### config.mk
export PLATFORM = sky130hd
export DESIGN_NAME = jk_cmd_sequencer
export DESIGN_NICKNAME = d
export VERILOG_FILES = /design/src/rtl/jk_cmd_sequencer.sv
export SDC_FILE = /design/constraint.sdc
export NUM_CORES = 1
export LEC_CHECK = 0
export CAP_MARGIN = 10
export CELL_PAD_IN_SITES_DETAIL_PLACEMENT = 0
export CELL_PAD_IN_SITES_GLOBAL_PLACEMENT = 2
export CORE_MARGIN = 3
export CORE_UTILIZATION = 23
export DETAILED_ROUTE_END_ITERATION = 16
export PLACE_DENSITY = 0.51
export SLEW_MARGIN = 10
export SYNTH_ARGS = -nofsm -noshare
export SYNTH_HDL_FRONTEND = slang
export SYNTH_SLANG_ARGS = --single-unit
### constraint.sdc
create_clock -name clk -period 7.2 [get_ports clk]
set_input_delay 1.44 -clock clk [delete_from_list [all_inputs] [get_ports clk]]
set_output_delay 1.44 -clock clk [all_outputs]
set_load 0.01 [all_outputs]
### src/rtl/jk_cmd_sequencer.sv
// -----------------------------------------------------------------------------
// jk_cmd_sequencer
//
// Upstream stimulus stage for a JK flip-flop. It buffers JK opcodes in a small
// FIFO. Each opcode has a repeat count. When start is seen, the sequencer
// replays the queue cycle-accurately onto registered j/k outputs. These
// outputs connect directly to the flip-flop's J and K inputs.
//
// Opcode encoding {j,k}: 00 hold, 01 reset, 10 set, 11 toggle.
//
// Optional feature: define JK_SEQ_ABORT_EN to add the `abort` input.
//   - When aborted mid-replay, the next cycle drives one 01 (reset) pulse.
//   - The FIFO is flushed and the FSM returns to IDLE without a done pulse.
//   - In IDLE, abort only flushes the FIFO.
//
// Ports:
//   clk         rising-edge clock
//   rst         synchronous active-high reset
//   cmd_valid   command offered this cycle
//   cmd_ready   FIFO can accept (registered, high while level < DEPTH)
//   cmd_op      {j,k} opcode of the offered command
//   cmd_rep     opcode is driven for cmd_rep+1 cycles
//   start       begin replay (honoured only in IDLE with a non-empty FIFO)
//   abort       (JK_SEQ_ABORT_EN only) cancel replay / flush queue
//   busy        high while in FETCH or DRIVE
//   done        one-cycle pulse when the queue has drained
//   fifo_level  number of stored entries
//   j, k        registered J/K drive
//
// Timing notes:
//   j/k and done are registered one cycle behind the state that produces
//   them. The first opcode therefore appears two cycles after start is
//   sampled. Back-to-back commands are separated by one 00 (hold) cycle,
//   which comes from the FETCH slot. The done pulse coincides with the 00
//   cycle that follows the last driven opcode.
// -----------------------------------------------------------------------------
module jk_cmd_sequencer #(
  parameter int DEPTH = 4,
  parameter int CNT_W = 4,
  parameter int LVL_W = 3
) (
  input  logic             clk,
  input  logic             rst,
  input  logic             cmd_valid,
  output logic             cmd_ready,
  input  logic [1:0]       cmd_op,
  input  logic [CNT_W-1:0] cmd_rep,
  input  logic             start,
`ifdef JK_SEQ_ABORT_EN
  input  logic             abort,
`endif
  output logic             busy,
  output logic             done,
  output logic [LVL_W-1:0] fifo_level,
  output logic             j,
  output logic             k
);

  localparam int PTR_W = (DEPTH > 1) ? $clog2(DEPTH) : 1;
  localparam int ENT_W = 2 + CNT_W;
  localparam logic [LVL_W-1:0] LVL_FULL = LVL_W'(DEPTH);
  localparam logic [LVL_W-1:0] LVL_ZERO = LVL_W'(0);
  localparam logic [CNT_W-1:0] CNT_ZERO = CNT_W'(0);
  localparam logic [CNT_W-1:0] CNT_ONE  = CNT_W'(1);
  localparam logic [PTR_W-1:0] PTR_ZERO = PTR_W'(0);
  localparam logic [PTR_W-1:0] PTR_ONE  = PTR_W'(1);

  typedef enum logic [1:0] {
    ST_IDLE  = 2'd0,
    ST_FETCH = 2'd1,
    ST_DRIVE = 2'd2,
    ST_DONE  = 2'd3
  } state_t;

  // FIFO storage and bookkeeping
  logic [ENT_W-1:0] mem_r [DEPTH];
  logic [PTR_W-1:0] wr_ptr_r;
  logic [PTR_W-1:0] rd_ptr_r;
  logic [LVL_W-1:0] level_r;
  logic             ready_r;

  // Sequencer state
  state_t           state_r;
  logic [1:0]       op_r;
  logic [CNT_W-1:0] cnt_r;
  logic             j_r;
  logic             k_r;
  logic             busy_r;
  logic             done_r;

  // Combinational helpers
  logic             abort_s;
  logic             push_s;
  logic             pop_s;
  logic [ENT_W-1:0] head_s;
  logic [LVL_W-1:0] level_next_s;

`ifdef JK_SEQ_ABORT_EN
  assign abort_s = abort;
`else
  assign abort_s = 1'b0;
`endif

  assign cmd_ready  = ready_r;
  assign fifo_level = level_r;
  assign busy       = busy_r;
  assign done       = done_r;
  assign j          = j_r;
  assign k          = k_r;

  // Push/pop qualification and the level after this edge (abort flushes to zero)
  always_comb begin
    push_s       = cmd_valid && ready_r && !abort_s;
    pop_s        = (state_r == ST_FETCH) && (level_r != LVL_ZERO) && !abort_s;
    head_s       = mem_r[rd_ptr_r];
    level_next_s = level_r;
    if (abort_s) begin
      level_next_s = LVL_ZERO;
    end else begin
      case ({push_s, pop_s})
        2'b10:   level_next_s = level_r + LVL_W'(1);
        2'b01:   level_next_s = level_r - LVL_W'(1);
        default: level_next_s = level_r;
      endcase
    end
  end

  // Command FIFO: storage, wrapping pointers, level and registered ready
  always_ff @(posedge clk) begin
    if (rst) begin
      wr_ptr_r <= PTR_ZERO;
      rd_ptr_r <= PTR_ZERO;
      level_r  <= LVL_ZERO;
      ready_r  <= 1'b1;
      for (int i = 0; i < DEPTH; i++) begin
        mem_r[i] <= {ENT_W{1'b0}};
      end
    end else if (abort_s) begin
      wr_ptr_r <= PTR_ZERO;
      rd_ptr_r <= PTR_ZERO;
      level_r  <= LVL_ZERO;
      ready_r  <= 1'b1;
    end else begin
      if (push_s) begin
        mem_r[wr_ptr_r] <= {cmd_op, cmd_rep};
        wr_ptr_r        <= wr_ptr_r + PTR_ONE;
      end
      if (pop_s) begin
        rd_ptr_r <= rd_ptr_r + PTR_ONE;
      end
      level_r <= level_next_s;
      ready_r <= (level_next_s != LVL_FULL);
    end
  end

  // Replay FSM with registered j/k, busy and done
  always_ff @(posedge clk) begin
    if (rst) begin
      state_r <= ST_IDLE;
      op_r    <= 2'b00;
      cnt_r   <= CNT_ZERO;
      j_r     <= 1'b0;
      k_r     <= 1'b0;
      busy_r  <= 1'b0;
      done_r  <= 1'b0;
    end else if (abort_s && (state_r != ST_IDLE)) begin
      // A single reset pulse leaves the flip-flop in a known state after a cancelled replay
      state_r <= ST_IDLE;
      op_r    <= 2'b00;
      cnt_r   <= CNT_ZERO;
      j_r     <= 1'b0;
      k_r     <= 1'b1;
      busy_r  <= 1'b0;
      done_r  <= 1'b0;
    end else begin
      // Outputs trail the state by one cycle, so FETCH and DONE show as 00
      j_r    <= (state_r == ST_DRIVE) ? op_r[1] : 1'b0;
      k_r    <= (state_r == ST_DRIVE) ? op_r[0] : 1'b0;
      done_r <= (state_r == ST_DONE);
      case (state_r)
        ST_IDLE: begin
          if (start && (level_r != LVL_ZERO) && !abort_s) begin
            state_r <= ST_FETCH;
            busy_r  <= 1'b1;
          end else begin
            state_r <= ST_IDLE;
            busy_r  <= 1'b0;
          end
        end
        ST_FETCH: begin
          op_r    <= head_s[ENT_W-1 -: 2];
          cnt_r   <= head_s[CNT_W-1:0];
          state_r <= ST_DRIVE;
          busy_r  <= 1'b1;
        end
        ST_DRIVE: begin
          if (cnt_r == CNT_ZERO) begin
            // A push landing on this same edge still counts toward continuing
            if (level_next_s != LVL_ZERO) begin
              state_r <= ST_FETCH;
              busy_r  <= 1'b1;
            end else begin
              state_r <= ST_DONE;
              busy_r  <= 1'b0;
            end
          end else begin
            cnt_r   <= cnt_r - CNT_ONE;
            state_r <= ST_DRIVE;
            busy_r  <= 1'b1;
          end
        end
        ST_DONE: begin
          state_r <= ST_IDLE;
          busy_r  <= 1'b0;
        end
        default: begin
          state_r <= ST_IDLE;
          busy_r  <= 1'b0;
        end
      endcase
    end
  end

endmodule

==> run_results.csv, run 1 <==
group,metric,value,unit
status,status,"finished, final reports clean",
clock_network,clk_pin_slew,0.09,ns
synthesis,yosysWarningCount,0,
sta,finalSetupViolCount,0,
sta,setup_tns,0,ns
grt,first_global_vias,1361,
grt,overflow,0,
synthesis,avgSynthCellArea,11.8,um^2
finish,antenna-diode-count,0,
sta,fmax,280,MHz
route,routed_wl,4360,um
sta,grt_setup_unrepaired,"false",
route,firstDrtPassIters,2,
synthesis,ys_seq_area_share,56.5,%
pwr,p_leak,0.843,nW
clock_network,cts_buffer_depth,2,
grt,grt_usage,9.58,%
clock_network,insertion_delay,0.31,ns
route,ant_nets,0,
finish,drive_gt1_share,13.8,%
sta,hold_viol_final,0,
synthesis,yosysUniqueCellTypes,39,
synthesis,async_flop_share,0,%
placed_design,numPortBuffers,17,
route,post_drt_wl_per_cell,14.5,um
clock_network,htreeDepth,2,
sta,skew,0.0110,ns
setup_path,arrival,3.77,ns
synthesis,synth_edf_count,24,
placed_design,dp_hpwl,3110,um
grt,grtUsageMet3,2.56,%
clock_network,post_cts_buffers,0,
finish,fin_nets,207,
placed_design,gp_congestion,0.696,
clock_network,tritoncts,"done",
route,drc_errors,0,
pwr,totalPowerFinal,579,uW
setup_path,crit_required,7.40,ns
worst_hold_path,hold_class,"flip-flop to flip-flop",
synthesis,ys.flop_type,"edfxtp_1",
synthesis,synthesis.instances,174,
sta,max_slew_margin,30.2,%
grt,grt_max_degree,28,
floorplanning,fp-row-count,33,
grt,top_usage_layer,"met2",
floorplanning,die_h,101,um
synthesis,syn_nets,187,
setup_path,end_kind,"flip-flop",
grt,grt_util_met2,15.4,%
setup_path,crit_fanout,6,
route,via_count,1327,
synthesis,synth_seq_cells,46,
sta,worstMarginPinSlew,1.04,ns
finish,final_cell_mix,"and2_1, edfxtp_1, dfxtp_1, clkdlybuf4s50_1, nor2_1",
floorplanning,die_area,10100,um^2
synthesis,syn_area,2060,um^2
clock_network,cts-root-buf,"clkbuf_8",
floorplanning,top_level_ports,18,
floorplanning,start_util,24.3,%
finish,fillers,877,
pwr,power_density,237,nW/um^2
route,viasPerCell,4.42,
route,drtIter0Drc,34,
floorplanning,core_area,8460,um^2
setup_path,start_kind,"input pin",
pwr,ir_worst_vdd,0.0792,mV
grt,global_route.usage.met1,12.5,%
floorplanning,die_x,101,um
clock_network,cts_resized,0,
finish,synthToLayoutAreaGrowth,18.7,%
flow_run,max-cap-violations,0,
sta,slew_viol_final,0,
grt,antenna_found_initial,0,
grt,grt_pass1_wl,7320,um
clock_network,cts_buffers,5,
sta,min_period,3.57,ns
sta,period_share,49.5,%
setup_path,worstSetupPathType,"input pin to flip-flop",
clock_network,cts_hold_buf,0,
clock_network,cts.sinks,46,
-- power breakdown --
group | internal [mW] | switching (mW) | total, mW
combinational | 0.0509 | 0.0510 | 0.102
sequential | 0.296 | 0.0190 | 0.315
clock | 0.0684 | 0.0944 | 0.163
total | 0.415 | 0.165 | 0.579
-- final cells by class --
class	count	area, um^2	area share (%)
sequential	46	1160	47.6
multi-input combinational	115	843	34.5
timing repair buffer	20	193	7.89
tap	105	131	5.38
clock buffer	5	68.8	2.82
inverter	6	22.5	0.923
clock inverter	3	21.3	0.871
-- per-stage QoR --
| step | cells | util, % | setup WS [ns] | hold slack [ns] | cell area (um^2) |
|---|---|---|---|---|---|
| after floorplan | 174 | - | 3.95 | 0.432 | 2060 |
| after global placement | 292 | 27.8 | 3.37 | 0.451 | 2350 |
| after detailed placement | 292 | 27.8 | 3.32 | 0.453 | 2350 |
| after CTS | 300 | 28.8 | 3.64 | 0.470 | 2440 |
| after global routing | 300 | 28.8 | 3.46 | 0.513 | 2440 |
| final | 300 | 28.8 | 3.63 | 0.470 | 2440 |
-- synth_stat cells, types with 2 or more instances --
cell,number,area share [%]
xor2_1,5,2.1
and2_1,24,7.3
or2_2,3,0.91
xnor2_1,3,1.3
o21a_1,2,0.73
nand2b_1,2,0.61
nor3_1,2,0.49
nor4_1,2,0.61
ha_1,2,1.2
dfxtp_1,22,21
mux2_2,2,1.1
nor3b_1,4,1.5
o21ai_0,2,0.49
buf_2,2,0.49
edfxtp_1,24,35
nor4b_1,2,0.85
nand2_1,9,1.6
clkbuf_1,4,0.73
nand3_1,2,0.49
and3_1,2,0.61
a21oi_1,10,2.4
nor2_1,15,2.7
inv_1,5,0.91
mux4_2,6,6.6
a211oi_1,4,1.5
-- per-layer routing --
layer / up-vias / wire (um)
met2: 16 / 2070
met5: - / 0
li1: 658 / -
met4: 0 / 61
met1: 647 / 2100
met3: 6 / 137
-- sequential cells by signal, summed over array words and instances, names as in the netlist, named ones only --
| register | flops |
|---|---|
| cnt_r | 4 |
| state_r | 2 |
| mem_r | 24 |
| op_r | 2 |
| rd_ptr_r | 2 |
| j | 1 |
| k | 1 |
| busy | 1 |
| fifo_level | 3 |
| done | 1 |
| wr_ptr_r | 2 |
| cmd_ready | 1 |
-- kinds of logic (layout without fill, tap and decap cells) --
family                     count (synthesis)  count (layout)  share of synthesized area (%)
and+or+nand+nor                           74              74                           20.6
xor gates and xnor gates                   8               8                           3.41
buffers and inverters                     13              34                           2.49
muxes                                      8               8                           7.67
DFF                                       46              46                           56.5
adders and majority gates                  3               3                           2.19
AOI/OAI and AO/OA                         22              22                           7.12
-- path summary, 6_finish.rpt --
kind	startpoint	to	slack, ns	cells past startpoint
min	op_r[1]	op_r[1]	0.47	2
max reg2reg	state_r[0]	state_r[1]	4.25	9
min reg2reg	op_r[1]	op_r[1]	0.47	2
max	cmd_valid	state_r[1]	3.63	9
-- worst max-delay path, cell delays in order --
cell and delay, ns:
clkdlybuf4s50_1 0.44, nand2_1 0.21, ha_1 0.22, inv_1 0.06
fa_1 0.37, xor2_1 0.17, or4_1 0.47, o21a_1 0.15
a311oi_2 0.23
No activity file was read; power rests on OpenSTA's default activity.
==> run 2, diff against run 1 <==
Settings changed: PLACE_DENSITY 0.51 to 0.53.
Clock period 7.2 ns to 3.1 ns, I/O delays scaled along.
==> run_results.csv, run 2 (synthesized netlist as in run 1, its figures left out) <==
group,metric,value,unit
status,status,"finished, final reports clean",
pwr,p_seq_share,53.4,%
setup_path,worstSetupPathType,"input pin to flip-flop",
pwr,switchingPower,376,uW
finish,post-route-util,29.2,%
sta,slew_viol_final,0,
floorplanning,top_level_ports,18,
grt,first_global_vias,1380,
finish,fin_nets,211,
finish,largest_reg_flops,24,
finish,final_cell_mix,"and2_1, edfxtp_1, dfxtp_1, clkdlybuf4s50_1, nor2_1",
pwr,clkPwrFrac,27.6,%
clock_network,clk_pin_slew,0.09,ns
route,drtIter0Drc,28,
pwr,totalPowerFinal,1.35,mW
pwr,comb_power_share,19.0,%
flow_run,max-cap-violations,0,
pwr,power_density,544,nW/um^2
finish,top_register,"mem_r",
setup_path,cp-startpoint,"cmd_valid",
placed_design,numPortBuffers,17,
clock_network,tritoncts,"done",
clock_network,insertion_delay,0.30,ns
sta,min_period,2.59,ns
sta,finalSetupViolCount,0,
setup_path,crit_fanout,4,
clock_network,cts_hold_buf,0,
clock_network,cts.sinks,46,
sta,fmax,385,MHz
pwr,p_leak,0.863,nW
clock_network,cts-root-buf,"clkbuf_8",
sta,holdWs,0.461,ns
clock_network,cts_buffer_depth,2,
pwr,ir_worst_vdd,0.169,mV
route,via_count,1312,
route,viasPerCell,4.32,
route,post_drt_wl_per_cell,14.2,um
setup_path,arrival,2.81,ns
route,ant_nets,0,
pwr,p_int,969,uW
floorplanning,core_area,8460,um^2
grt,antenna_found_initial,0,
floorplanning,start_util,24.3,%
route,firstDrtPassIters,4,
worst_hold_path,hold_path.startpoint,"op_r[1]",
sta,grt_setup_unrepaired,"false",
sta,setup_tns,0,ns
clock_network,post_cts_buffers,0,
grt,grt_pass1_wl,7040,um
finish,drive_gt1_share,15.6,%
placed_design,dp_hpwl,3090,um
setup_path,end_kind,"flip-flop",
clock_network,htreeDepth,2,
setup_path,r2r-start,"fifo_level[0]",
grt,grt_max_degree,21,
placed_design,gp_congestion,0.708,
sta,hold_viol_final,0,
sta,max_slew_margin,69.2,%
clock_network,cts_buffers,5,
route,drc_errors,0,
grt,grt_usage,9.33,%
floorplanning,die_area,10100,um^2
sta,worstMarginPinSlew,0.461,ns
setup_path,start_kind,"input pin",
finish,synthToLayoutAreaGrowth,20.2,%
floorplanning,die_x,101,um
grt,overflow,0,
finish,antenna-diode-count,0,
floorplanning,die_h,101,um
worst_hold_path,hold_class,"flip-flop to flip-flop",
pwr,netSwitchingFraction,28.0,%
clock_network,cts_resized,0,
floorplanning,fp-row-count,33,
setup_path,crit_required,3.31,ns
sta,period_share,83.7,%
sta,skew,0.0103,ns
route,routed_wl,4310,um
[run 2: cell types whose count changed in the layout (fill, tap and decap cells not counted)]
| cell | previous run | this run |
|---|---|---|
| buf_4 | 3 | 7 |
[run 2: worst max-delay path, cell delays in order]
cell             delay, ns
clkdlybuf4s50_1       0.44
nand2_1               0.11
ha_1                  0.18
inv_1                 0.06
fa_1                  0.37
xor2_1                0.17
or4_1                 0.47
o21a_1                0.14
a311oi_2              0.23
[run 2: metal layers]
metal | routed length (um) | up-vias | share of wire (%) | GRT usage, %
li1 | - | 664 | - | -
met1 | 1920 | 627 | 45 | 10.8
met2 | 2210 | 19 | 51 | 16.5
met3 | 150 | 2 | 3.5 | 2.70
met4 | 30 | 0 | 0.70 | 3.11
met5 | 0 | - | 0 | 0
[run 2: path summary, 6_finish.rpt]
check                to  slack, ns  depth (start not counted)
max          state_r[1]       0.51                          9
min             op_r[1]       0.46                          2
max reg2reg  state_r[1]       0.53                          9
min reg2reg     op_r[1]       0.46                          2
[run 2: layout make-up]
cell class	instances	area (um^2)
timing repair buffer	24	223
tap	105	131
multi-input combinational	115	843
sequential	46	1160
inverter	6	22.5
fill	885	5990
clock buffer	5	68.8
clock inverter	3	21.3
[run 2: stage by stage]
stage | std cells | area, um^2 | setup WS (ns)
after floorplan | 174 | 2060 | 0.658
after global placement | 296 | 2380 | 0.223
after detailed placement | 296 | 2380 | 0.191
after CTS | 304 | 2470 | 0.498
after global routing | 304 | 2470 | 0.317
final | 304 | 2470 | 0.506
[run 2: power groups by stage]
stage / logic [mW] / clock network, mW / registers [mW]
2_1_floorplan: 0.175 / 0 / 0.727
3_3_place_gp: 0.255 / 0 / 0.732
3_5_place_dp: 0.260 / 0 / 0.734
4_1_cts: 0.261 / 0.393 / 0.720
5_1_grt: 0.288 / 0.410 / 0.726
6_report: 0.255 / 0.371 / 0.718
==> run 3, diff against run 2 <==
Settings changed: PLACE_DENSITY 0.53 to 0.51.
Clock period 3.1 ns to 2.48 ns, I/O delays scaled along.
==> run_results.csv, run 3 (synthesized netlist as in run 1, its figures left out) <==
group,metric,value,unit
sta,period_share,95.5,%
flow_run,max-cap-violations,0,
sta,worstMarginPinSlew,0.424,ns
setup_path,end_kind,"flip-flop",
grt,grt_max_degree,21,
setup_path,arrival,2.60,ns
pwr,switchingPower,499,uW
finish,largest_reg_flops,24,
clock_network,cts_buffer_depth,2,
sta,finalSetupViolCount,0,
sta,grt_setup_unrepaired,"false",
route,via_count,1346,
clock_network,cts-root-buf,"clkbuf_8",
finish,antenna-diode-count,0,
clock_network,insertion_delay,0.30,ns
pwr,p_seq_share,48.5,%
sta,holdWs,0.467,ns
setup_path,path_cells,"nand2b_4, nor2_2, ha_2, inv_1, fa_1, xor2_1, or4_1, o21a_1, a311oi_2",
route,drtIter0Drc,39,
clock_network,clk_pin_slew,0.10,ns
finish,fin_nets,220,
finish,post-route-util,30.5,%
finish,final_cell_mix,"and2_1, edfxtp_1, dfxtp_1, clkdlybuf4s50_1, buf_4",
pwr,totalPowerFinal,1.84,mW
grt,grt_pass1_wl,7150,um
route,firstDrtPassIters,4,
status,status,"finished, final reports clean",
floorplanning,top_level_ports,18,
floorplanning,fp-row-count,33,
floorplanning,die_x,101,um
grt,overflow,0,
clock_network,tritoncts,"done",
setup_path,start_kind,"flip-flop",
pwr,netSwitchingFraction,27.1,%
route,ant_nets,0,
pwr,ir_worst_vdd,0.219,mV
pwr,p_int,1.34,mW
setup_path,worstSetupPathType,"flip-flop to flip-flop",
placed_design,dp_hpwl,3270,um
setup_path,r2r-start,"state_r[1]",
sta,slew_viol_final,0,
finish,layout.cells.non_filler,313,
route,drc_errors,0,
pwr,power_density,713,nW/um^2
grt,grt_usage,9.42,%
finish,top_register,"mem_r",
clock_network,cts_buffers,5,
setup_path,cp-startpoint,"state_r[1]",
clock_network,cts_hold_buf,0,
sta,hold_viol_final,0,
sta,skew,0.00744,ns
worst_hold_path,hold_class,"flip-flop to flip-flop",
placed_design,placed_cells,304,
sta,fin_ws,0.112,ns
grt,first_global_vias,1392,
finish,synthToLayoutAreaGrowth,25.6,%
clock_network,htreeDepth,2,
setup_path,cp_slowest_cell,"or4_1",
setup_path,slowest_delay,0.49,ns
placed_design,place_ws,-0.266,ns
floorplanning,die_h,101,um
setup_path,crit_fanout,4,
pwr,comb_power_share,19.4,%
floorplanning,start_util,24.3,%
pwr,clkPwrFrac,32.1,%
sta,max_slew_margin,71.7,%
route,post_drt_wl_per_cell,14.1,um
clock_network,cts.sinks,46,
sta,fmax,422,MHz
floorplanning,die_area,10100,um^2
finish,fillers,837,
setup_path,crit_required,2.71,ns
route,viasPerCell,4.30,
route,routed_wl,4400,um
grt,antenna_found_initial,0,
placed_design,numPortBuffers,17,
floorplanning,core_area,8460,um^2
worst_hold_path,hold_path.startpoint,"op_r[0]",
pwr,p_leak,0.932,nW
finish,drive_gt1_share,21.2,%
placed_design,gp_congestion,0.749,
sta,min_period,2.37,ns
[run 3: layout make-up]
cell class / count / area [um^2] / share of cell area [%]
clock inverters: 3 / 47.5 / 1.84
inverters: 6 / 22.5 / 0.872
multi-input cells: 115 / 858 / 33.2
repair buffers: 33 / 293 / 11.3
well taps: 105 / 131 / 5.09
clock buffers: 5 / 68.8 / 2.66
flip-flops and latches: 46 / 1160 / 45.0
[run 3: stage by stage]
step           cell area (um^2)  TNS [ns]
6_report                   2580         0
5_1_grt                    2580         0
4_1_cts                    2560         0
3_5_place_dp               2440    -0.573
3_3_place_gp               2440    -0.421
2_1_floorplan              2060         0
[run 3: repair_timing]
action | CTS | global route
endpoints found under the setup margin | 0 | 2
setup buffers | 0 | 1
gates resized for setup | 0 | 5
[run 3: worst paths after layout]
| kind | end | slack (ns) | depth (start not counted) |
|---|---|---|---|
| worst max-delay path | state_r[1] | 0.11 | 9 |
| worst min-delay path | op_r[0] | 0.47 | 2 |
| worst max register to register | state_r[1] | 0.11 | 9 |
| worst min register to register | op_r[0] | 0.47 | 2 |
[run 3: layer usage]
| metal | global-route usage (%) | part of all wire [%] | vias to the layer above |
|---|---|---|---|
| li1 | - | - | 685 |
| met1 | 12.1 | 48 | 630 |
| met2 | 14.7 | 46 | 25 |
| met3 | 2.91 | 4.1 | 6 |
| met4 | 3.73 | 1.7 | 0 |
| met5 | 0 | 0 | - |
[run 3: critical path, delay by kind of cell (launching register included)]
kind | cells | cell delay [ns]
AND/OR/NAND/NOR | 3 | 0.80
flip-flops | 1 | 0.33
adder cells (fa/ha/maj) | 2 | 0.57
buffers and inverters | 1 | 0.05
XOR/XNOR | 1 | 0.18
AO/OA/AOI/OAI | 2 | 0.37
[run 3: power groups by stage]
| stage | clock network (mW) | logic, mW | registers (mW) |
|---|---|---|---|
| detailed placement | 0 | 0.353 | 0.910 |
| floorplan | 0 | 0.218 | 0.908 |
| global route | 0.648 | 0.394 | 0.901 |
| global placement | 0 | 0.347 | 0.907 |
| CTS | 0.615 | 0.355 | 0.893 |
| finish | 0.591 | 0.357 | 0.893 |
